===== config.mk =====
export PLATFORM = sky130hd
export DESIGN_NAME = stopwatch_counter
export DESIGN_NICKNAME = d
export VERILOG_FILES = /design/src/rtl/stopwatch_pkg.sv /design/src/rtl/bcd_digit.sv /design/src/rtl/stopwatch_counter.sv
export SDC_FILE = /design/constraint.sdc
export NUM_CORES = 1
export LEC_CHECK = 0
export ABC_CLOCK_PERIOD_IN_PS = 2100
export BUFFER_PORTS_ARGS = -buffer_cell sky130_fd_sc_hd__buf_2
export CAP_MARGIN = 15
export CORE_MARGIN = 2
export CORE_UTILIZATION = 45
export DETAILED_ROUTE_END_ITERATION = 12
export HOLD_SLACK_MARGIN = 0.05
export PLACE_DENSITY = 0.67
export SYNTH_ARGS = -nofsm -noshare
export SYNTH_HDL_FRONTEND = slang
export SYNTH_SLANG_ARGS = --single-unit

===== constraint.sdc =====
create_clock -name clock -period 2.1 [get_ports clock]
set_clock_uncertainty 0.2 [all_clocks]
set_input_delay 0.42 -clock clock [delete_from_list [all_inputs] [get_ports clock]]
set_output_delay 0.42 -clock clock [all_outputs]
set_load 0.01 [all_outputs]

===== src/rtl/stopwatch_pkg.sv =====
// Shared types and digit limits for the MM:SS stopwatch.
package stopwatch_pkg;

  typedef enum logic [1:0] {
    IDLE    = 2'd0,
    RUNNING = 2'd1,
    PAUSED  = 2'd2
  } sw_state_e;

  typedef logic [3:0] bcd_t;

  localparam bcd_t SEC_ONES_MAX = 4'd9;
  localparam bcd_t SEC_TENS_MAX = 4'd5;
  localparam bcd_t MIN_ONES_MAX = 4'd9;

endpackage


===== src/rtl/bcd_digit.sv =====
// One BCD counter digit with a synchronous clear and a combinational carry.
module bcd_digit
  import stopwatch_pkg::*;
#(
  parameter bcd_t max = 4'd9
) (
  input  logic clock,
  input  logic reset_n,
  input  logic clr,
  input  logic inc,
  output bcd_t value,
  output logic carry_out
);

  bcd_t value_q, value_d;

  always_comb begin
    value_d = value_q;
    if (clr) begin
      value_d = '0;
    end else if (inc) begin
      // >= keeps the digit inside its range even from a corrupted state
      value_d = (value_q >= max) ? '0 : value_q + 4'd1;
    end
  end

  always_ff @(posedge clock) begin
    if (!reset_n) value_q <= '0;
    else          value_q <= value_d;
  end

  assign value     = value_q;
  assign carry_out = inc & (value_q == max);

endmodule


===== src/rtl/stopwatch_counter.sv =====
// MM:SS stopwatch counting synchronised 1 Hz tick edges.
// Optional lap/hold display enabled by macro STOPWATCH_LAP_EN.
module stopwatch_counter
  import stopwatch_pkg::*;
#(
  parameter int SYNC_STAGES  = 2,
  parameter int MIN_TENS_MAX = 5
) (
  input  logic       clock,
  input  logic       reset_n,
  input  logic       tick_in,
  input  logic       start_stop,
  input  logic       clear,
`ifdef STOPWATCH_LAP_EN
  input  logic       lap,
`endif
  output logic [3:0] sec_ones,
  output logic [3:0] sec_tens,
  output logic [3:0] min_ones,
  output logic [3:0] min_tens,
  output logic       running,
  output logic       rollover
);

  logic [SYNC_STAGES-1:0] sync_q;
  logic                   hist_q;
  logic                   tick_q;
  logic                   tick_edge;
  sw_state_e              state_q, state_d;
  logic                   running_q;
  logic                   rollover_q;
  logic                   count_en;
  bcd_t                   so_v, st_v, mo_v, mt_v;
  logic                   c_so, c_st, c_mo, c_mt;
  logic [15:0]            live, disp;

  // The edge pulse is registered once more so digits move SYNC_STAGES+1
  // clocks after tick_in is first sampled high.
  assign tick_edge = sync_q[SYNC_STAGES-1] & ~hist_q;

  always_ff @(posedge clock) begin
    if (!reset_n) begin
      sync_q <= '0;
      hist_q <= 1'b0;
      tick_q <= 1'b0;
    end else begin
      sync_q <= {sync_q[SYNC_STAGES-2:0], tick_in};
      hist_q <= sync_q[SYNC_STAGES-1];
      tick_q <= tick_edge;
    end
  end

  always_comb begin
    state_d = state_q;
    if (clear) begin
      state_d = IDLE;
    end else if (start_stop) begin
      case (state_q)
        IDLE:    state_d = RUNNING;
        RUNNING: state_d = PAUSED;
        PAUSED:  state_d = RUNNING;
        default: state_d = IDLE;
      endcase
    end
  end

  assign count_en = tick_q & (state_q == RUNNING) & ~clear;

  always_ff @(posedge clock) begin
    if (!reset_n) begin
      state_q    <= IDLE;
      running_q  <= 1'b0;
      rollover_q <= 1'b0;
    end else begin
      state_q    <= state_d;
      running_q  <= (state_d == RUNNING);
      rollover_q <= c_mt;
    end
  end

  bcd_digit #(.max(SEC_ONES_MAX)) u_sec_ones (
    .clock(clock), .reset_n(reset_n), .clr(clear), .inc(count_en),
    .value(so_v), .carry_out(c_so)
  );
  bcd_digit #(.max(SEC_TENS_MAX)) u_sec_tens (
    .clock(clock), .reset_n(reset_n), .clr(clear), .inc(c_so),
    .value(st_v), .carry_out(c_st)
  );
  bcd_digit #(.max(MIN_ONES_MAX)) u_min_ones (
    .clock(clock), .reset_n(reset_n), .clr(clear), .inc(c_st),
    .value(mo_v), .carry_out(c_mo)
  );
  bcd_digit #(.max(bcd_t'(MIN_TENS_MAX))) u_min_tens (
    .clock(clock), .reset_n(reset_n), .clr(clear), .inc(c_mo),
    .value(mt_v), .carry_out(c_mt)
  );

  assign live = {mt_v, mo_v, st_v, so_v};

`ifdef STOPWATCH_LAP_EN
  logic        hold_q, hold_d;
  logic [15:0] snap_q, snap_d;

  always_comb begin
    hold_d = hold_q;
    snap_d = snap_q;
    if (clear) begin
      hold_d = 1'b0;
    end else if (lap) begin
      hold_d = ~hold_q;
      if (!hold_q) snap_d = live;
    end
  end

  always_ff @(posedge clock) begin
    if (!reset_n) begin
      hold_q <= 1'b0;
      snap_q <= '0;
    end else begin
      hold_q <= hold_d;
      snap_q <= snap_d;
    end
  end

  assign disp = hold_q ? snap_q : live;
`else
  assign disp = live;
`endif

  assign sec_ones = disp[3:0];
  assign sec_tens = disp[7:4];
  assign min_ones = disp[11:8];
  assign min_tens = disp[15:12];
  assign running  = running_q;
  assign rollover = rollover_q;

endmodule


# Word-level counts from Yosys, hierarchy flattened
# Index checks and enable logic that the tools add are counted.
[word_totals]
regBits = 24
word_cells = 45
[classes]
n_addsub = 4
mux = 7
n_eq_ne = 7
bitwise_logic = 10
order_cmp = 4
n_reduce_logical = 3
[ops]
columns = ["cell", "n"]
rows = [
  ["4-bit by 1-bit adder with 4-bit output, second input constant", 4],
  ["4-bit two-way mux", 4],
  ["4-bit by 3-bit == test with 1-bit output, second input constant", 2],
  ["4-bit == test, second input constant", 2],
  ["4-bit by 3-bit >= comparator with 1-bit output, second input constant", 2],
  ["4-bit >= comparator, second input constant", 2],
  ["1-bit AND", 7],
  ["2-bit by 1-bit == test with 1-bit output, second input constant", 2],
  ["2-bit two-way mux", 2],
  ["2-bit one-hot mux with 2 select lines", 1],
  ["2-bit OR reduction", 2],
  ["1-bit NOT", 3],
  ["2-bit == test, second input constant", 1],
  ["2-bit zero test", 1],
]

# Longest topological paths before layout
# Gate-level depths: netlist of the first run.
[depth]
word_depth = 7
ltp_mapped = 6
depth_no_buf = 6

# Cells and area by module
# Synthesis of the first run repeated with hierarchy kept, for this count alone.
[unflattened]
cells_unflattened = 123
area_unflattened_um2 = 1202.4
[modules_own_cells]
columns = ["module", "area_per_inst_um2", "instances", "cells_each"]
rows = [
  ["bcd_digit at u_min_tens ...", 251.5, 2, 26],
  ["bcd_digit at u_min_ones ...", 220.2, 2, 24],
  ["stopwatch_counter", 259.0, 1, 23],
]

# Worst setup path before layout of the first run
# Ideal clock, no wire load.
[synth_path]
path_type = "register -> register"
from = "register u_sec_ones.value_q[0] (netlist: u_sec_ones.value[0])"
to = "register u_min_tens.value_q[2] (netlist: u_min_tens.value[2])"
period_less_slack_ns = 1.950
stages_incl_launch_ff = 6
arrival_time_ns = 1.680
setup_time_ns = 0.070
setup_slack_ns = 0.150
t_required_ns = 1.830
n_path_buf = 0
cell_sequence = "dfxtp_1 ha_1 and4bb_1 nand4_4 or4b_1 a21oi_1"
[synth_via]
elab_chain_cells = 4
[synth_rtl]
columns = ["element", "line_no", "rtl"]
rows = [
  ["start: declaration", "bcd_digit.sv:15", "bcd_t value_q, value_d;"],
  ["start signal: assignment", "bcd_digit.sv:29", "else value_q <= value_d;"],
  ["4-bit == test", "bcd_digit.sv:33", "assign carry_out = inc & (value_q == max);"],
  ["1-bit AND (3 in series)", "bcd_digit.sv:33", ""],
  ["end signal: assignment", "bcd_digit.sv:29", ""],
  ["end: declaration", "bcd_digit.sv:15", ""],
]
# Every way passes these cells.
# A chain may end at the register's enable or synchronous reset.

# Worst setup path in the final report of the first run
[layout_path]
from = "register u_sec_tens.value_q[0] (netlist: u_sec_tens.value[0])"
to = "register u_min_tens.value_q[2] (netlist: u_min_tens.value[2])"
[layout_via]
elab_chain_cells = 3
[layout_rtl]
columns = ["element", "line_no"]
rows = [
  ["start: declaration", "bcd_digit.sv:15"],
  ["start signal: assignment", "bcd_digit.sv:29"],
  ["4-bit by 3-bit == test with 1-bit output", "bcd_digit.sv:33"],
  ["1-bit AND (2 in series)", "bcd_digit.sv:33"],
]
# Every way passes these cells.

==> reports/results.txt, run 1 <==
Minimum clock period = 1.97 ns
Synth-to-layout area growth = 17.4%
Initial drt markers = 19
Die area = 3120 um^2
Clk pwr share = 32.6%
Most numerous cell in the Yosys netlist = dfxtp_1
Grt total ovfl = 0
Yosys warning total = 0
Part of the power in registers = 63.7%
Gpl congestion = 0.718
Fin Setup TNS = 0 ns
Total GRT Usage = 14.3%
Synth area leaders = dfxtp_1, ha_1, a21oi_1
WP data required = 2.15 ns
Antenna-violating nets left = 0
Vias per cell = 5.19
Clock transition at path regs = 0.12 ns
Post-synth ARST share = 0%
Core area = 2520 um^2
Top-area cell type share of the netlist area = 39.7%
Die Width = 55.9 um
Post-synthesis cell type count = 36
Internal power = 579 uW
Cell Chain, Critical Path = ha_1 -> and4b_1 -> nand4_4 -> or4b_1 -> a21oi_1
Top delay family on crit path = simple AND/OR/NAND/NOR gates
Non-Filler Instances = 185
Pin count of the biggest net entering global routing = 14
Hold Crit Depth = 2
Comb pwr share = 3.7%
Final setup violation count = 0
Wirelength per Cell = 11.4 um
Worst path depth = 5
Crit-path slowest cell = or4b_1
Crit-path max FO = 6
Max Cap Viol = 0
Clock sinks = 24
Synth Flop Type = dfxtp_1
Synth Register Bits = 24
CTS tree = done
First-pass GRT wire length = 3660 um
Synthesized net count = 142
Peak VDD IR = 0.301 mV
Clk_lat worst skew = 0.30 ns
PostCTS Resize Cnt = 0
CP peak stage delay = 0.52 ns
Ant diodes = 0
Switching part of the total = 20.1%
Status = complete, no violations
Tcrit/Tclk final = 93.9%
R2R cell count = 5
CTS Buffer Depth = 2
Max Clock Freq = 0.507 GHz
RSZ-0062 raised after global routing = no
Sequential-to-total area share from yosys stat = 39.7%
DRC = 0
Via count = 961
Initial core utilization = 48.0%
Total setup buffers inserted after CTS = 0
Number of buffers and inverters on the critical path = 0
P per Cell Area = 510 nW/um^2
Total CTS buffers = 3
Layout cell share with drive strength beyond 1 = 24.5%
Top cell type by total area after synthesis = dfxtp_1
Vias in the first global route = 849
# IOs = 23
Most frequent cells after synthesis = dfxtp_1, nor2_1, ha_1
Setup crit end kind = flop
Post-synth EDFFs = 0
Worst hold path type = input port to flop
Synth Area per Inst = 9.69 um^2
Placed insts = 181
H-Tree Depth = 1
FP Rows = 18
Cell Area, Synth = 1210 um^2
Post-DP HPWL = 1670 um
Worst hold margin = 0.111 ns
Final hold vios = 0
Max-slew violations = 0
Slew Limit Headroom = 74.6%
Routed wire length = 2110 um
Layout fillers = 243
Syn Inst Count = 125
Hold-fix buffers, CTS = 0
Net count, final = 173
Root Buffer = clkbuf_4
Measured slew at the worst slew-check pin = 0.376 ns
IO Port Bufs = 22
Die span in y = 55.9 um
Initial antenna violation count = 0
Worst EP arrival = 2.02 ns
Tot Pwr = 724 uW
Crit Path Class = flop to flop
TritonRoute pass-1 iters = 4
P_sw = 146 uW
Leakage power total = 0.000639 uW
CP Launch Type = flop
registers in the layout, summed over array words and instances (netlist names):
register,flops
u_min_tens.value,4
rollover,1
state_q,2
sync_q,2
running,1
hist_q,1
u_sec_tens.value,4
u_min_ones.value,4
tick_q,1
u_sec_ones.value,4
layout make-up:
cell class | count | area, um^2 | area share (%)
multi-input cells | 89 | 678 | 47.7
flip-flops and latches | 24 | 480 | 33.8
repair buffers | 27 | 148 | 10.4
inverters | 11 | 41.3 | 2.90
well taps | 30 | 37.5 | 2.64
clock buffers | 4 | 36.3 | 2.55
metal layers:
metal | track usage [%] | part of all wire, % | vias to the layer above | wire [um]
met5 | 0 | 0 | - | 0
met4 | 6.12 | 1.4 | 0 | 29
met3 | 2.56 | 3.8 | 4 | 80
met2 | 24.7 | 48 | 14 | 1020
met1 | 17.4 | 46 | 445 | 979
li1 | - | - | 498 | -
logic make-up after synthesis:
group,Yosys count,synth area share [%]
and+or+nand+nor,47,25.8
AOI/OAI and AO/OA,23,12.5
adders and majority gates,12,12.4
xor gates and xnor gates,5,3.62
muxes,2,1.65
buffers and inverters,12,4.34
DFF,24,39.7
power by group through the flow:
stage               clock, uW  sequential [uW]  combinational (uW)
finish                    236              462                26.6
global route              267              463                29.3
CTS                       249              462                26.8
detailed placement          0              472                26.5
global placement            0              472                25.9
floorplan                   0              472                12.3
final timing paths:
check,from,end,slack [ns]
max,u_sec_tens.value[0]$_SDFFE_PP0N_,u_min_tens.value[2]$_SDFFE_PP0P_,0.13
min,tick_in,sync_q[0]$_SDFF_PN0_,0.11
max reg2reg,u_sec_tens.value[0]$_SDFFE_PP0N_,u_min_tens.value[2]$_SDFFE_PP0P_,0.13
min reg2reg,hist_q$_SDFF_PN0_,tick_q$_SDFF_PN0_,0.19
placed cells by master, fill, tap and decap left out, drive strengths merged, types with 2 or more instances in the layout:
cell type  Yosys  layout
nand2b         4       4
ha            12      12
and2           3       3
a2111o         3       3
xor2           2       2
buf            1      27
o21ai          5       5
mux2i          2       2
inv           11      11
a21oi         10      10
nand4          3       3
nor2b          2       2
a41oi          2       2
dfxtp         24      24
xnor2          3       3
nor2          13      13
and4bb         2       2
clkbuf         0       4
nand2          5       5
nand3          3       3
or2b           2       2
per-stage QoR:
| stage | worst slack [ns] | cell area, um^2 | util (%) |
|---|---|---|---|
| global route | 0.0348 | 1420 | 56.3 |
| CTS | 0.108 | 1420 | 56.3 |
| global placement | 0.163 | 1390 | 54.9 |
| detailed placement | 0.122 | 1390 | 54.9 |
| finish | 0.128 | 1420 | 56.3 |
| floorplan | 0.150 | 1210 | - |
Note: power is estimated with default switching activity, not from simulation.
==> run 2, diff against run 1 <==
==> constraint.sdc (replaced) <==
create_clock -name clock -period 2.1 [get_ports clock]
set_clock_uncertainty 0.2 [all_clocks]
set_input_delay 0.21 -clock clock [delete_from_list [all_inputs] [get_ports clock]]
set_output_delay 0.21 -clock clock [all_outputs]
set_load 0.01 [all_outputs]
==> reports/results.txt, run 2 (synthesis results as in run 1) <==
Measured slew at the worst slew-check pin = 0.481 ns
Clk_lat worst skew = 0.31 ns
Crit path from = u_sec_ones.value[1]$_SDFFE_PP0N_
Status = complete, no violations
R2r startpoint = u_sec_ones.value[1]$_SDFFE_PP0N_
Slew Limit Headroom = 67.6%
CTS Buffer Depth = 2
Total CTS buffers = 3
Non-Filler Instances = 186
# IOs = 23
Max-slew violations = 0
IO Port Bufs = 22
Max Cap Viol = 0
Clock transition at path regs = 0.12 ns
Pre-CTS WS = 0.0995 ns
Initial core utilization = 48.0%
Commonest non-fill, non-tap cells in the layout = dfxtp_1, buf_2, nor2_1
RSZ-0062 raised after global routing = no
Total setup buffers inserted after CTS = 0
First-pass GRT wire length = 3980 um
Die area = 3120 um^2
TritonRoute pass-1 iters = 4
Antenna-violating nets left = 0
Grt total ovfl = 0
Die Width = 55.9 um
Post-DP HPWL = 1760 um
Tcrit/Tclk final = 93.0%
WP data required = 2.15 ns
Vias per cell = 5.29
Fin Setup TNS = 0 ns
P per Cell Area = 478 nW/um^2
Crit Path Class = flop to flop
DRC = 0
Initial drt markers = 12
CTS tree = done
Ant diodes = 0
Placed insts = 179
Leakage power total = 0.000642 uW
Final WS setup = 0.147 ns
Clock sinks = 24
Final hold vios = 0
Peak VDD IR = 0.410 mV
Final setup violation count = 0
Net count, final = 175
Die span in y = 55.9 um
Vias in the first global route = 930
Minimum clock period = 1.95 ns
Wirelength per Cell = 12.2 um
Worst hold path type = input port to flop
H-Tree Depth = 1
Worst EP arrival = 2.00 ns
Max Clock Freq = 0.512 GHz
Routed wire length = 2260 um
Root Buffer = clkbuf_4
FP Rows = 18
CP Launch Type = flop
Total GRT Usage = 15.7%
Via count = 984
Worst Hold Launch = clear
Gpl congestion = 0.737
Crit-path max FO = 9
Pin count of the biggest net entering global routing = 13
Initial antenna violation count = 0
Layout cell share with drive strength beyond 1 = 24.4%
Setup crit end kind = flop
Synth-to-layout area growth = 18.7%
Core area = 2520 um^2
## run 2: metrics by stage
stage	utilization, %	instance area (um^2)	total power [uW]	hold WS, ns
floorplan	-	1210	484	0.132
global placement	54.3	1370	495	0.186
detailed placement	54.3	1370	497	0.194
CTS	56.8	1430	696	0.0732
global route	57.0	1440	716	0.0871
finish	57.0	1440	687	0.0767
## run 2: routing by layer
metal	part of all wire [%]	track usage (%)	vias to the layer above
met5	0	0	-
met4	0.44	6.12	0
met3	4.2	2.79	2
met2	51	28.4	20
met1	44	18.2	464
li1	-	-	498
## run 2: critical path, cell delays in order (launching register included)
cell and delay, ns:
dfxtp_2 0.36, inv_1 0.09, ha_2 0.19, and4bb_1 0.24
nand4_4 0.16, or4b_1 0.50, a21oi_1 0.15
## run 2: where the power goes
group	leakage [uW]	internal, uW	switching (uW)	total, uW
clock	0.0000138	67.0	129	196
sequential	0.000195	460	1.85	462
combinational	0.000433	15.7	14.4	30.0
total	0.000642	543	145	687
## run 2: repair_timing
item / 4_1_cts / 5_1_grt
endpoints found under the hold margin: 7 / 0
hold buffers: 4 / 0
gates resized for setup: 0 / 3
endpoints found under the setup margin: 0 / 1
## run 2: final timing paths
path / end / slack [ns] / cells after the start
setup / recovery: u_min_tens.value[2]$_SDFFE_PP0P_ / 0.15 / 6
hold / removal: state_q[1]$_SDFF_PN0_ / 0.08 / 3
setup reg to reg: u_min_tens.value[2]$_SDFFE_PP0P_ / 0.15 / 6
hold reg to reg: tick_q$_SDFF_PN0_ / 0.20 / 1
## run 2: cell type report
cell class | instances | area, um^2
Clock buffer | 3 | 22.5
Timing Repair Buffer | 29 | 173
Sequential cell | 24 | 483
Multi-Input combinational cell | 89 | 681
Inverter | 11 | 41.3
Tap cell | 30 | 37.5
Fill cell | 238 | 1080
